==> config.mk <==
export PLATFORM = sky130hd
export DESIGN_NAME = sync_gearbox_fifo
export DESIGN_NICKNAME = d
export VERILOG_FILES = /design/src/rtl/sync_gearbox_fifo.sv
export SDC_FILE = /design/constraint.sdc
export NUM_CORES = 1
export LEC_CHECK = 0
export ABC_AREA = 1
export ABC_CLOCK_PERIOD_IN_PS = 3200
export CAP_MARGIN = 20
export CORE_MARGIN = 2
export CORE_UTILIZATION = 50
export DETAILED_ROUTE_END_ITERATION = 12
export PLACE_DENSITY = 0.68
export SLEW_MARGIN = 30
export SYNTH_ARGS = -nofsm -noshare
export SYNTH_HDL_FRONTEND = slang
export SYNTH_SLANG_ARGS = --single-unit
==> constraint.sdc <==
create_clock -name clk -period 3.2 [get_ports clk]
set_clock_uncertainty 0.15 [all_clocks]
set_input_delay 0.64 -clock clk [delete_from_list [all_inputs] [get_ports clk]]
set_output_delay 0.64 -clock clk [all_outputs]
set_load 0.03 [all_outputs]
==> src/rtl/sync_gearbox_fifo.sv <==
// Synchronous FIFO with integer upsize/downsize/pass-through width conversion.
// Optional macro SYNC_GEARBOX_FIFO_FLUSH_EN adds flush_i to close partial entries.
module sync_gearbox_fifo #(
    parameter int IN_DATA_WIDTH   = 8,
    parameter int OUT_DATA_WIDTH  = 32,
    parameter int FIFO_DEPTH      = 8,
    parameter     CONCAT_ORDER    = "LSB",
    parameter int ALMOST_FULL_TH  = FIFO_DEPTH - 1,
    parameter int ALMOST_EMPTY_TH = 1,
    parameter int ADDR_WIDTH      = $clog2(FIFO_DEPTH)
) (
    input  logic                      clk,
    input  logic                      rst_n,
    input  logic [IN_DATA_WIDTH-1:0]  data_i,
    input  logic                      wr_valid_i,
    output logic                      wr_ready_o,
    output logic [OUT_DATA_WIDTH-1:0] data_o,
    input  logic                      rd_valid_i,
    output logic                      rd_ready_o,
    output logic                      empty_o,
    output logic                      full_o,
    output logic                      almost_full_o,
    output logic                      almost_empty_o,
`ifdef SYNC_GEARBOX_FIFO_FLUSH_EN
    input  logic                      flush_i,
`endif
    output logic [ADDR_WIDTH:0]       counter
);

    localparam int WIDE      = (IN_DATA_WIDTH > OUT_DATA_WIDTH) ? IN_DATA_WIDTH : OUT_DATA_WIDTH;
    localparam int NARROW    = (IN_DATA_WIDTH > OUT_DATA_WIDTH) ? OUT_DATA_WIDTH : IN_DATA_WIDTH;
    localparam int RATIO     = WIDE / NARROW;
    localparam bit UPSIZE    = (IN_DATA_WIDTH < OUT_DATA_WIDTH);
    localparam bit DOWNSIZE  = (IN_DATA_WIDTH > OUT_DATA_WIDTH);
    localparam bit MSB_FIRST = (CONCAT_ORDER == "MSB");
    localparam logic [ADDR_WIDTH:0] FULL_XOR  = {1'b1, {ADDR_WIDTH{1'b0}}};
    localparam logic [ADDR_WIDTH:0] LAST_SLOT = (ADDR_WIDTH + 1)'(FIFO_DEPTH - 1);

    logic [ADDR_WIDTH:0]   wr_ptr_q, wr_ptr_d;
    logic [ADDR_WIDTH:0]   rd_ptr_q, rd_ptr_d;
    logic [WIDE-1:0]       mem_q [FIFO_DEPTH];

    logic                  full, empty;
    logic                  wr_hsk, rd_hsk;
    logic                  wr_block;
    logic                  mem_we;
    logic [ADDR_WIDTH-1:0] waddr;
    logic [ADDR_WIDTH-1:0] raddr;
    logic [RATIO-1:0]      lane_we;
    logic [WIDE-1:0]       wdata;

    assign counter        = wr_ptr_q - rd_ptr_q;
    assign full           = ((wr_ptr_q ^ rd_ptr_q) == FULL_XOR);
    assign empty          = (wr_ptr_q == rd_ptr_q);
    assign wr_ready_o     = ~full & ~wr_block;
    assign full_o         = ~wr_ready_o;
    assign rd_ready_o     = ~empty;
    assign empty_o        = empty;
    assign almost_full_o  = (int'(counter) >= ALMOST_FULL_TH);
    assign almost_empty_o = (int'(counter) <= ALMOST_EMPTY_TH);
    assign wr_hsk         = wr_valid_i & wr_ready_o;
    assign rd_hsk         = rd_valid_i & rd_ready_o;
    assign raddr          = rd_ptr_q[ADDR_WIDTH-1:0];

    // Write side: upsize assembles narrow lanes into the entry at wr_ptr.
    if (UPSIZE) begin : g_wr_up
        localparam int LANE_W = $clog2(RATIO);
        localparam logic [LANE_W-1:0] LAST_LANE = LANE_W'(RATIO - 1);

        logic [LANE_W-1:0] wr_lane_q, wr_lane_d;
        logic [LANE_W-1:0] tgt_lane, phys_lane;
        logic              flush_wr;

`ifdef SYNC_GEARBOX_FIFO_FLUSH_EN
        assign flush_wr = flush_i & (wr_lane_q != '0);
`else
        assign flush_wr = 1'b0;
`endif
        // After a flush commit the coincident beat needs the following entry to be free.
        assign wr_block = flush_wr & (counter == LAST_SLOT);

        always_comb begin
            tgt_lane  = flush_wr ? '0 : wr_lane_q;
            phys_lane = MSB_FIRST ? (LAST_LANE - tgt_lane) : tgt_lane;
            waddr     = flush_wr ? (wr_ptr_q[ADDR_WIDTH-1:0] + 1'b1) : wr_ptr_q[ADDR_WIDTH-1:0];
            wdata     = '0;
            wdata[int'(phys_lane)*NARROW +: NARROW] = data_i;
            // Lane 0 writes the whole entry so untouched lanes read back as zero.
            lane_we   = (tgt_lane == '0) ? '1 : (RATIO'(1) << phys_lane);
            mem_we    = wr_hsk;
            wr_ptr_d  = wr_ptr_q;
            wr_lane_d = wr_lane_q;
            if (flush_wr) begin
                wr_ptr_d  = wr_ptr_q + 1'b1;
                wr_lane_d = wr_hsk ? LANE_W'(1) : '0;
            end else if (wr_hsk) begin
                if (wr_lane_q == LAST_LANE) begin
                    wr_lane_d = '0;
                    wr_ptr_d  = wr_ptr_q + 1'b1;
                end else begin
                    wr_lane_d = wr_lane_q + 1'b1;
                end
            end
        end

        always_ff @(posedge clk or negedge rst_n) begin
            if (!rst_n) wr_lane_q <= '0;
            else        wr_lane_q <= wr_lane_d;
        end
    end else begin : g_wr_wide
        assign wr_block = 1'b0;

        always_comb begin
            waddr    = wr_ptr_q[ADDR_WIDTH-1:0];
            wdata    = data_i;
            lane_we  = '1;
            mem_we   = wr_hsk;
            wr_ptr_d = wr_hsk ? (wr_ptr_q + 1'b1) : wr_ptr_q;
        end
    end

    // Read side: downsize walks the head entry one narrow lane per handshake.
    if (DOWNSIZE) begin : g_rd_down
        localparam int LANE_W = $clog2(RATIO);
        localparam logic [LANE_W-1:0] LAST_LANE = LANE_W'(RATIO - 1);

        logic [LANE_W-1:0] rd_lane_q, rd_lane_d;
        logic [LANE_W-1:0] phys_lane;
        logic [WIDE-1:0]   head;
        logic              flush_rd;

`ifdef SYNC_GEARBOX_FIFO_FLUSH_EN
        assign flush_rd = flush_i & (rd_lane_q != '0);
`else
        assign flush_rd = 1'b0;
`endif

        always_comb begin
            phys_lane = MSB_FIRST ? (LAST_LANE - rd_lane_q) : rd_lane_q;
            head      = mem_q[raddr];
            data_o    = head[int'(phys_lane)*NARROW +: NARROW];
            rd_ptr_d  = rd_ptr_q;
            rd_lane_d = rd_lane_q;
            if (flush_rd) begin
                rd_ptr_d  = rd_ptr_q + 1'b1;
                rd_lane_d = '0;
            end else if (rd_hsk) begin
                if (rd_lane_q == LAST_LANE) begin
                    rd_lane_d = '0;
                    rd_ptr_d  = rd_ptr_q + 1'b1;
                end else begin
                    rd_lane_d = rd_lane_q + 1'b1;
                end
            end
        end

        always_ff @(posedge clk or negedge rst_n) begin
            if (!rst_n) rd_lane_q <= '0;
            else        rd_lane_q <= rd_lane_d;
        end
    end else begin : g_rd_wide
        always_comb begin
            data_o   = mem_q[raddr];
            rd_ptr_d = rd_hsk ? (rd_ptr_q + 1'b1) : rd_ptr_q;
        end
    end

    always_ff @(posedge clk or negedge rst_n) begin
        if (!rst_n) begin
            wr_ptr_q <= '0;
            rd_ptr_q <= '0;
        end else begin
            wr_ptr_q <= wr_ptr_d;
            rd_ptr_q <= rd_ptr_d;
        end
    end

    // Storage is not reset; only committed entries are ever presented.
    always_ff @(posedge clk) begin
        if (mem_we) begin
            for (int l = 0; l < RATIO; l++) begin
                if (lane_we[l]) mem_q[waddr][l*NARROW +: NARROW] <= wdata[l*NARROW +: NARROW];
            end
        end
    end

endmodule
Yosys cells after proc, flatten, opt, wreduce, memory -nomap -nowiden
Memories as Yosys holds them, arrays and structs flattened.
Cells that the tools add are included.
{ "word_totals": {"ff_bits": 10, "latchBits": 0, "ram_bits": 256, "rom_bits": 0, "inputBits": 12, "out_inout_bits": 42, "wordCells": 39, "n_memories": 1} }
{ "classes": {"addsub": 5, "mul": 0, "div_mod_pow": 0, "order_cmp": 2, "eq_ne": 3, "shifts": 3, "muxes": 14, "bitwise": 6, "n_reduce_logical": 2} }
{ "memory_table": {"columns": ["name", "depth", "width", "read_ports", "rd_ports_with_merged_regs", "wr", "line", "text"], "rows": [
  ["mem_q", 8, 32, 1, 0, 1, "41", "logic [WIDE-1:0] mem_q [FIFO_DEPTH];"]
]} }
{ "ops": {"columns": ["operator", "n"], "rows": [
  ["$neg 5->33", 1],
  ["$shift 8x33->32 const A", 1],
  ["$shiftx 8x33->32", 1],
  ["$and 32x32->32", 1],
  ["$mux 1", 12],
  ["$add 4x1->4 const B", 2],
  ["$eq 4x4->1", 1],
  ["$eq 4x4->1 const B", 1],
  ["$ge 4x3->1 const B", 1],
  ["$le 4x1->1 const B", 1],
  ["$mux 4", 1],
  ["$shl 1x2->4 const A", 1],
  ["$sub 4x4->4", 1],
  ["$xor 4x4->4", 1],
  ["$add 2x1->2 const B", 1],
  ["$and 1x1->1", 2],
  ["$eq 2x2->1 const B", 1],
  ["$logic_not 2->1", 1],
  ["$mux 2", 1],
  ["$not 1->1", 2],
  ["$reduce_and 2->1", 1]
]} }

Longest topological paths before layout
Gate-level depths: netlist of the first run.
{ "depth": {"ltp_word": 6, "depth_mapped": 12, "depth_no_buf": 9} }

Worst setup path after synthesis of the first run
Ideal clock, no wire load.
{ "synth_path": {"kind": "register to output", "start": "register rd_ptr_q[2]", "end": "output almost_empty_o", "arrival_time_ps": 2297, "required_time_ps": 2410, "setup_slack_ps": 113, "stages_incl_launch_ff": 8, "path_buffers": 2, "path_cell_list": "dfrtp_1 -> buf_2 -> inv_1 -> buf_1 -> ha_1 -> xnor2_1 -> or2_2 -> nor2_1"} }
{ "synth_via": {"elab_chain_cells": 2} }
{ "synth_rtl": {"columns": ["item", "line", "text"], "rows": [
  ["start: declaration", "40", "logic [ADDR_WIDTH:0] rd_ptr_q, rd_ptr_d;"],
  ["start signal: assignment", "174", "rd_ptr_q <= rd_ptr_d;"],
  ["$sub 4x4->4", "52", "assign counter = wr_ptr_q - rd_ptr_q;"],
  ["named net counter[2]", "27", "output logic [ADDR_WIDTH:0] counter"],
  ["$le 4x1->1", "60", "assign almost_empty_o = (int'(counter) <= ALMOST_EMPTY_TH);"],
  ["end: declaration", "23", "output logic almost_empty_o,"]
]} }
The timed path passes the listed nets, and every way through them passes these cells.

Final worst setup path of the first run
{ "layout_path": {"start": "register rd_ptr_q[0]", "end": "output almost_empty_o"} }
{ "layout_via": {"elab_chain_cells": 2} }
{ "layout_rtl": {"columns": ["item", "line"], "rows": [
  ["$sub 4x4->4", "52"],
  ["$le 4x1->1", "60"]
]} }
Every way passes these cells.

==> impl_metrics.ini, run 1 <==
[finish]
multi_input_area_mm2 = 0.00302
antenna_cells = 0
final_nets = 1161
area_growth_pct = 16.5
final_area_mm2 = 0.0132
num-fill-cells = 1802
stdcell_count = 1444
layout-drive-gt1-share_pct = 10.4
regArea_mm2 = 0.00795

[worst_setup_path]
reg2regPathDepth = 5
crit_path_end_kind = primary output
worstPathArrival_ns = 2.33
cp_slowest_cell = dfrtp_4
reg2reg_from = g_wr_up.phys_lane[0]
slowest_delay_ns = 0.51
path_buf_inv = 2
r2r_end = mem_q[3][27]
required_ns = 2.41
cp_max_fo = 4
critPathTopFamily = adder cells
rrSetupSlack_ns = 0.72
path_cells = ha_2 -> fa_1 -> inv_1 -> or2_2 -> nor2_1 -> buf_4
critical_path_class = reg2out
start_kind = register

[global_route]
grt_first_pass_wirelength_um = 39300
grt_usage_pct = 21.3
antenna_found_initial = 0
globalRouteOverflowTotal = 0
grt_max_degree = 71
grt_pass1_vias = 7234

[sta]
fmax_mhz = 320
worstMarginPinSlew_ns = 0.696
hold_violations = 0
fin_ws_ns = 0.0767
slew_viol_final = 0
whs_ns = 0.320
rsz0062_at_grt = yes
maxSlewHeadroom_pct = 53.4
fin_crit_sh_pct = 97.6
setup_viol = 0
layout_min_cycle_time_ns = 3.12

[floorplanning]
io_pins = 54
core_mm2 = 0.0225
initial_core_util_pct = 50.5
rows = 55
die_y_um = 155
fp.dieW_um = 155
die_area_mm2 = 0.0239

[synthesis]
synth_top_area_share_pct = 67.7
syn_avg_cell_area_um2 = 10.8
synth_top_area_cell = edfxtp_1
ys_seq_area_share_pct = 69.9
synth_mux_area_share_pct = 0
netlist_area_mm2 = 0.0114
yosys.area_share.adder_pct = 1.17
syn_nets = 1077
synth-simple-area-share_pct = 19.3
ys_ff_latch = 266
ys_warn_count = 0
ys_types = 27
synth.area.top_cells = edfxtp_1 (68%), nor2_1 (10%), nand2_1 (6.8%)
synth_cells = 1055
synth-xor-area-share_pct = 0.154
synth_top_family_by_area = simple AND/OR/NAND/NOR gates
synth_compound_area_share_pct = 5.99

[drt]
drcViolationCount = 0
wl_per_cell_um = 17.6
drt-total-wl_um = 25300
routed-via-count = 7607
antenna_left = 0
viasPerCell = 5.27
dr.pass1.iters = 5
drt-initial-drc-count = 648

[worst_hold_path]
hold_class = in2async

[cts]
cts_made_buffers = 26
cts_root_buffer = clkbuf_16
cts_sinks = 266
cts_tree = yes
cts_buffer_depth = 3
cts_hold_buf = 0
clkTransAtPathRegs_ns = 0.06
worstSkewPairLatency_ns = 0.52
cts_max_level = 1

[power]
power_mw = 13.3
p_leak_nw = 5.13
power_per_cell_area_mw_per_mm2 = 1000
peakVddDrop_uv = 1540

[placement]
dpl-instance-area_mm2 = 0.0125
place_ws_ns = 0.334
dp_cells = 1394
hpwl_um = 15100
port_buffers = 53
gp_congestion = 0.882

[run_status]
outcome = completed

[run]
drv_cap = 0
==> sequential cells by signal, summed over array words and instances, names as in the netlist <==
signal / count
mem_q: 256
rd_ptr_q: 4
wr_ptr_q: 4
g_wr_up.phys_lane: 2
==> final cells by class <==
| type | count | share of cell area, % |
|---|---|---|
| timing repair buffer | 109 | 7.45 |
| clock buffer | 37 | 5.39 |
| tap | 285 | 2.69 |
| multi-input combinational | 707 | 22.8 |
| sequential | 266 | 60.0 |
| inverter | 29 | 0.832 |
| clock inverter | 11 | 0.785 |
==> where the power goes <==
| group | leakage, nW | switching, mW | total, mW | internal [mW] |
|---|---|---|---|---|
| Clock | 0.389 | 1.21 | 2.92 | 1.71 |
| Combinational | 2.24 | 4.02 | 5.88 | 1.85 |
| Sequential | 2.50 | 0.154 | 4.48 | 4.33 |
| Total | 5.13 | 5.38 | 13.3 | 7.89 |
==> worst max path at each step <==
stage | startpoint | end | cells after the start
after floorplan | rd_ptr_q[2] | almost_empty_o | 7
after global placement | wr_ptr_q[0] | counter[1] | 5
after detailed placement | wr_ptr_q[0] | counter[1] | 5
after CTS | rd_ptr_q[0] | almost_empty_o | 6
after global routing | rd_ptr_q[0] | almost_empty_o | 6
final | rd_ptr_q[0] | almost_empty_o | 6
==> repair_timing <==
item | 4_1_cts | 5_1_grt
gates resized for setup | 36 | 20
setup endpoints to repair | 34 | 1
setup buffers | 1 | 1
==> kinds of logic (layout without fill, tap and decap cells) <==
| family | after synthesis | count (layout) |
|---|---|---|
| xor+xnor | 2 | 2 |
| buf+inv | 82 | 186 |
| compound gates | 133 | 133 |
| fa+ha+maj | 10 | 10 |
| flops | 266 | 266 |
| simple gates | 562 | 562 |
==> cell usage after synthesis <==
library cell	instances
a21oi_1	1
buf_1	3
buf_2	22
buf_4	5
buf_6	6
clkbuf_1	12
clkbuf_2	5
dfrtp_1	10
edfxtp_1	256
fa_1	1
ha_1	9
inv_1	27
inv_2	2
nand2_1	207
nand2_2	1
nand2_4	3
nand3_1	19
nand3b_1	1
nand4_1	6
nor2_1	316
nor3_1	8
o211ai_2	2
o21ai_0	92
o21ai_1	38
or2_2	1
xnor2_1	1
xor2_1	1
==> through the flow <==
stage,utilization (%),TNS (ns)
2_1_floorplan,-,0
3_3_place_gp,55.4,0
3_5_place_dp,55.4,0
4_1_cts,58.9,0
5_1_grt,58.8,-0.0380
6_report,58.8,0
==> layout by cell type, fill, tap and decap left out, types with 19 or more instances in the layout <==
cell and instances:
o21ai_1 38, nor2_1 316, nand2_1 207, inv_1 26
clkbuf_16 27, nand3_1 19, dlygate4sd2_1 21, buf_4 55
edfxtp_1 256, o21ai_0 92
==> per-layer routing <==
metal / vias to the layer above / GRT usage, % / routed length [um]
met2: 260 / 35.2 / 12000
met1: 3590 / 30.4 / 11400
li1: 3721 / - / -
met3: 36 / 3.14 / 1550
met4: 0 / 4.76 / 418
met5: - / 0 / 0
Note: power is estimated with default switching activity, not from simulation.
==> run 2, diff against run 1 <==
- ABC_AREA: 1 -> 0
==> impl_metrics.ini, run 2 <==
[floorplanning]
die_area_mm2 = 0.0227
die_y_um = 151
rows = 53
initial_core_util_pct = 51.1
fp.dieW_um = 151
io_pins = 54
core_mm2 = 0.0210

[sta]
slew_viol_final = 0
fin_ws_ns = 0.0793
worstMarginPinSlew_ns = 0.736
maxSlewHeadroom_pct = 50.6
rsz0062_at_grt = yes
setup_tns_ns = 0
setup_viol = 0
fmax_mhz = 320
fin_crit_sh_pct = 97.5
hold_violations = 0
layout_min_cycle_time_ns = 3.12

[cts]
worstSkewPairLatency_ns = 0.52
cts_sinks = 266
cts_buffer_depth = 3
cts_max_level = 1
clkTransAtPathRegs_ns = 0.06
cts_hold_buf = 0
cts_tree = yes
cts_root_buffer = clkbuf_16
cts_made_buffers = 27

[synthesis]
synth_top_area_share_pct = 71.6
yosys_most_used_dff = edfxtp_1
ys_types = 36
ys_seq_area_share_pct = 73.9
yosysMostFrequentCell = edfxtp_1
synth_mux_area_share_pct = 13.7
synth_compound_area_share_pct = 1.07
yosys.area_share.adder_pct = 1.23
synth-simple-area-share_pct = 7.61
synth.area.top_cells = edfxtp_1 (72%), mux4_2 (13%), nand2_1 (3.6%)
synth_top_family_by_area = multiplexers
synth_edf_count = 256
synth_cells = 590
ys_ff_latch = 266
netlist_top_cells_count = edfxtp_1 (256), nand2_1 (104), mux4_2 (64)
async_flop_share_pct = 3.76
syn_avg_cell_area_um2 = 18.2
netlist_area_mm2 = 0.0107
syn_nets = 612
synth_top_area_cell = edfxtp_1
ys_warn_count = 0
synth-xor-area-share_pct = 0.874

[run]
drv_cap = 0

[finish]
final_common_cell = edfxtp_1
antenna_cells = 0
area_growth_pct = 18.7
top_register = mem_q
layout_common_cells = edfxtp_1 (256), nand2_1 (104), mux4_2 (64)
largest_register_ffs = 256
top_regs = mem_q: 256 flops, rd_ptr_q: 4 flops, wr_ptr_q: 4 flops
final_area_mm2 = 0.0128
final_nets = 720
layout-drive-gt1-share_pct = 24.1

[global_route]
antenna_found_initial = 0
globalRouteOverflowTotal = 0
grt_max_degree = 35
grt_first_pass_wirelength_um = 33500
grt_usage_pct = 20.3
grt_pass1_vias = 5707

[drt]
wl_per_cell_um = 22.5
drt-total-wl_um = 22400
routed-via-count = 5551
routed.top_layer = met4
drcViolationCount = 0
wl_met1_um = 9250
routed-wl-met3_um = 1110
dr.pass1.iters = 5
drt-initial-drc-count = 489
antenna_left = 0
wl_met2_um = 11500
viasPerCell = 5.59

[power]
clkPwrFrac_pct = 23.6
p_seq_share_pct = 35.7
p_leak_nw = 4.55
power.share.switching_pct = 35.7
power_per_cell_area_mw_per_mm2 = 990
p_comb_share_pct = 40.6
peakVddDrop_uv = 625
p_int_mw = 8.11
p_sw_mw = 4.51

[worst_setup_path]
worstPathArrival_ns = 2.33
start_kind = register
cp_max_fo = 27
required_ns = 2.41
critical_path_class = reg2out
crit_path_end_kind = primary output

[placement]
gp_congestion = 0.835
port_buffers = 53
hpwl_um = 13600
place_ws_ns = 0.259
dpl-instance-area_mm2 = 0.0118

[run_status]
outcome = completed

[worst_hold_path]
hold_class = in2async
[run 2: changes by cell type after synthesis, moves of 5 or more]
cell / change
buf_2: -16
nand2_1: -103
clkbuf_2: -5
nor2_1: -281
nand4_1: -5
nor3_1: -6
mux4_2: +64
nand3_1: -13
clkbuf_1: -6
inv_1: -15
and2_1: +32
o21ai_0: -92
o21ai_1: -38
[run 2: routing by layer]
layer  GRT usage, %  vias up
li1               -     2501
met1           26.9     2867
met2           35.0      147
met3           3.42       36
met4           6.04        0
met5              0        -
[run 2: cells by family (layout without fill, tap and decap cells)]
family                   count (synthesis)  after routing
AO/OA/AOI/OAI                           16             16
buffers and inverters                   35            163
multiplexers                            67             67
AND/OR/NAND/NOR                        187            187
adder cells (fa/ha/maj)                 10             10
flip-flops                             266            266
XOR/XNOR                                 9              9
[run 2: cell type report]
type | instances | area (um^2)
fill | 1518 | 8270
sequential | 266 | 7950
multi-input combinational | 289 | 2650
timing repair buffer | 102 | 925
clock buffer | 38 | 737
tap | 275 | 344
clock inverter | 11 | 105
inverter | 12 | 45.0
[run 2: critical path, cell delays in order, from the launching register on]
cell             delay (ns)
dfrtp_4                0.50
buf_16                 0.24
mux4_2                 0.52
nand2_1                0.08
nand2_1                0.10
clkdlybuf4s15_1        0.35
[run 2: power groups by stage]
stage / clock, mW / combinational, mW / sequential, mW
global placement: 0 / 5.10 / 4.60
CTS: 3.03 / 5.05 / 4.55
finish: 2.98 / 5.13 / 4.51
floorplan: 0 / 3.46 / 4.50
detailed placement: 0 / 5.17 / 4.63
global route: 3.16 / 5.53 / 4.54
[run 2: repair_timing]
item / CTS / global route
setup endpoints to repair: 39 / 11
gates cloned: 1 / 0
resized for setup: 35 / 12
buffers inserted: 2 / 3
[run 2: through the flow]
step	std cells	total power, mW	hold slack [ns]	util (%)
3_3_place_gp	938	9.70	0.423	56.4
4_1_cts	990	12.6	0.307	60.4
3_5_place_dp	938	9.80	0.439	56.4
6_report	993	12.6	0.314	60.7
5_1_grt	993	13.2	0.332	60.7
2_1_floorplan	590	7.96	0.194	-
[run 2: final timing paths]
check / start / to / slack [ns] / cells after the start
setup / recovery: rd_ptr_q[0] / data_o[26] / 0.08 / 5
hold / removal: rst_n / rd_ptr_q[0] / 0.31 / 1
setup reg to reg: rd_ptr_q[1] / mem_q[4][17] / 0.62 / 7
hold reg to reg: wr_ptr_q[3] / wr_ptr_q[3] / 0.47 / 1
max in group asynchronous: rst_n / rd_ptr_q[1] / 2.19 / 1
min in group clk: wr_ptr_q[3] / wr_ptr_q[3] / 0.47 / 1
==> run 3, diff against run 2 <==
- ABC_CLOCK_PERIOD_IN_PS: 3200 -> not set
- SKIP_CTS_REPAIR_TIMING: not set -> 1
==> impl_metrics.ini, run 3 (same netlist as run 2, synthesis figures left out) <==
[global_route]
antenna_found_initial = 0
grt_usage_pct = 20.1
grt_pass1_vias = 5667
grt_first_pass_wirelength_um = 33200
grt_max_degree = 35
globalRouteOverflowTotal = 0

[worst_setup_path]
slowest_delay_ns = 0.54
crit_path_end_kind = primary output
cp_slowest_cell = dfrtp_4
worstPathArrival_ns = 2.32
cp_max_fo = 7
critical_path_class = reg2out
reg2reg_from = rd_ptr_q[1]
critPathLaunch = rd_ptr_q[0]
path_cells = ha_1 -> fa_1 -> xor2_1 -> o211a_1 -> buf_4
start_kind = register
required_ns = 2.41

[finish]
final_core_util_pct = 61.1
layout_common_cells = edfxtp_1 (256), nand2_1 (104), mux4_2 (64)
layout-drive-gt1-share_pct = 23.7
top_regs = mem_q: 256 flops, rd_ptr_q: 4 flops, wr_ptr_q: 4 flops
largest_register_ffs = 256
num-fill-cells = 1488
final_nets = 720
multi_input_area_mm2 = 0.00264
antenna_cells = 0
area_growth_pct = 19.6
stdcell_count = 993
regArea_mm2 = 0.00795
top_register = mem_q
final_common_cell = edfxtp_1

[placement]
hpwl_um = 13600
dp_cells = 938
port_buffers = 53
gp_congestion = 0.835

[drt]
wl_per_cell_um = 22.3
drt-initial-drc-count = 489
routed-via-count = 5551
drcViolationCount = 0
antenna_left = 0
dr.pass1.iters = 4
drt-total-wl_um = 22200
viasPerCell = 5.59

[cts]
cts_tree = yes
cts_root_buffer = clkbuf_16
clkTransAtPathRegs_ns = 0.06
cts_buffer_depth = 3
worstSkewPairLatency_ns = 0.52
cts_max_level = 1
cts_made_buffers = 27
cts_sinks = 266

[floorplanning]
initial_core_util_pct = 51.1
die_y_um = 151
io_pins = 54
fp.dieW_um = 151
core_mm2 = 0.0210
rows = 53
die_area_mm2 = 0.0227

[sta]
layout_min_cycle_time_ns = 3.11
worstMarginPinSlew_ns = 0.769
setup_tns_ns = 0
fmax_mhz = 321
setup_viol = 0
slew_viol_final = 0
maxSlewHeadroom_pct = 48.3
fin_crit_sh_pct = 97.2
hold_violations = 0

[run_status]
outcome = completed

[power]
peakVddDrop_uv = 648
power_per_cell_area_mw_per_mm2 = 991
p_leak_nw = 4.82

[run]
drv_cap = 0

[worst_hold_path]
hold_class = in2async
[run 3: changes by cell type in the layout (fill, tap and decap cells not counted), moves of 2 or more]
cell,before,now
clkbuf_2,2,0
dlygate4sd2_1,27,0
dlymetal6s2s_1,0,33
clkdlybuf4s15_1,4,0
[run 3: critical path, delay by kind of cell, from the launching register on]
kind,cells,cell delay [ns]
xor gates and xnor gates,1,0.29
buffers and inverters,1,0.15
adders and majority gates,2,0.61
AOI/OAI and AO/OA,1,0.20
DFF,1,0.54
[run 3: per-layer routing]
layer  vias up  GRT usage, %  wire, um
met4         0          5.90       590
li1       2502             -         -
met2       156          34.6     11300
met3        40          3.36      1260
met5         -             0         0
met1      2853          26.6      9030
[run 3: path summary, 6_finish.rpt]
check	endpoint	slack, ns	cells after the start
worst min register to register	wr_ptr_q[3]	0.47	1
worst max-delay path	almost_empty_o	0.09	5
min in group clk	wr_ptr_q[3]	0.47	1
max in group asynchronous	rd_ptr_q[1]	2.20	1
worst max register to register	mem_q[7][17]	0.56	7
worst min-delay path	rd_ptr_q[0]	0.31	1
[run 3: power breakdown]
group | internal (mW) | switching (mW) | total [mW]
Clock | 1.76 | 1.22 | 2.98
Combinational | 2.14 | 3.09 | 5.23
Sequential | 4.34 | 0.176 | 4.51
Total | 8.24 | 4.49 | 12.7
[run 3: layout make-up]
| cell class | instances | area share [%] |
|---|---|---|
| Sequential cell | 266 | 61.9 |
| Timing Repair Buffer | 102 | 7.93 |
| Multi-Input combinational cell | 289 | 20.6 |
| Tap cell | 275 | 2.68 |
| Clock inverter | 11 | 0.819 |
| Clock buffer | 38 | 5.74 |
| Inverter | 12 | 0.351 |
[run 3: through the flow]
stage	hold WS, ns	area [um^2]	setup slack [ns]	total power [mW]
6_report	0.312	12800	0.0893	12.7
4_1_cts	0.307	12700	-0.309	12.8
3_5_place_dp	0.439	11800	0.259	9.80
3_3_place_gp	0.423	11800	0.250	9.70
5_1_grt	0.333	12800	-0.0542	13.3
2_1_floorplan	0.194	10700	0.193	7.96
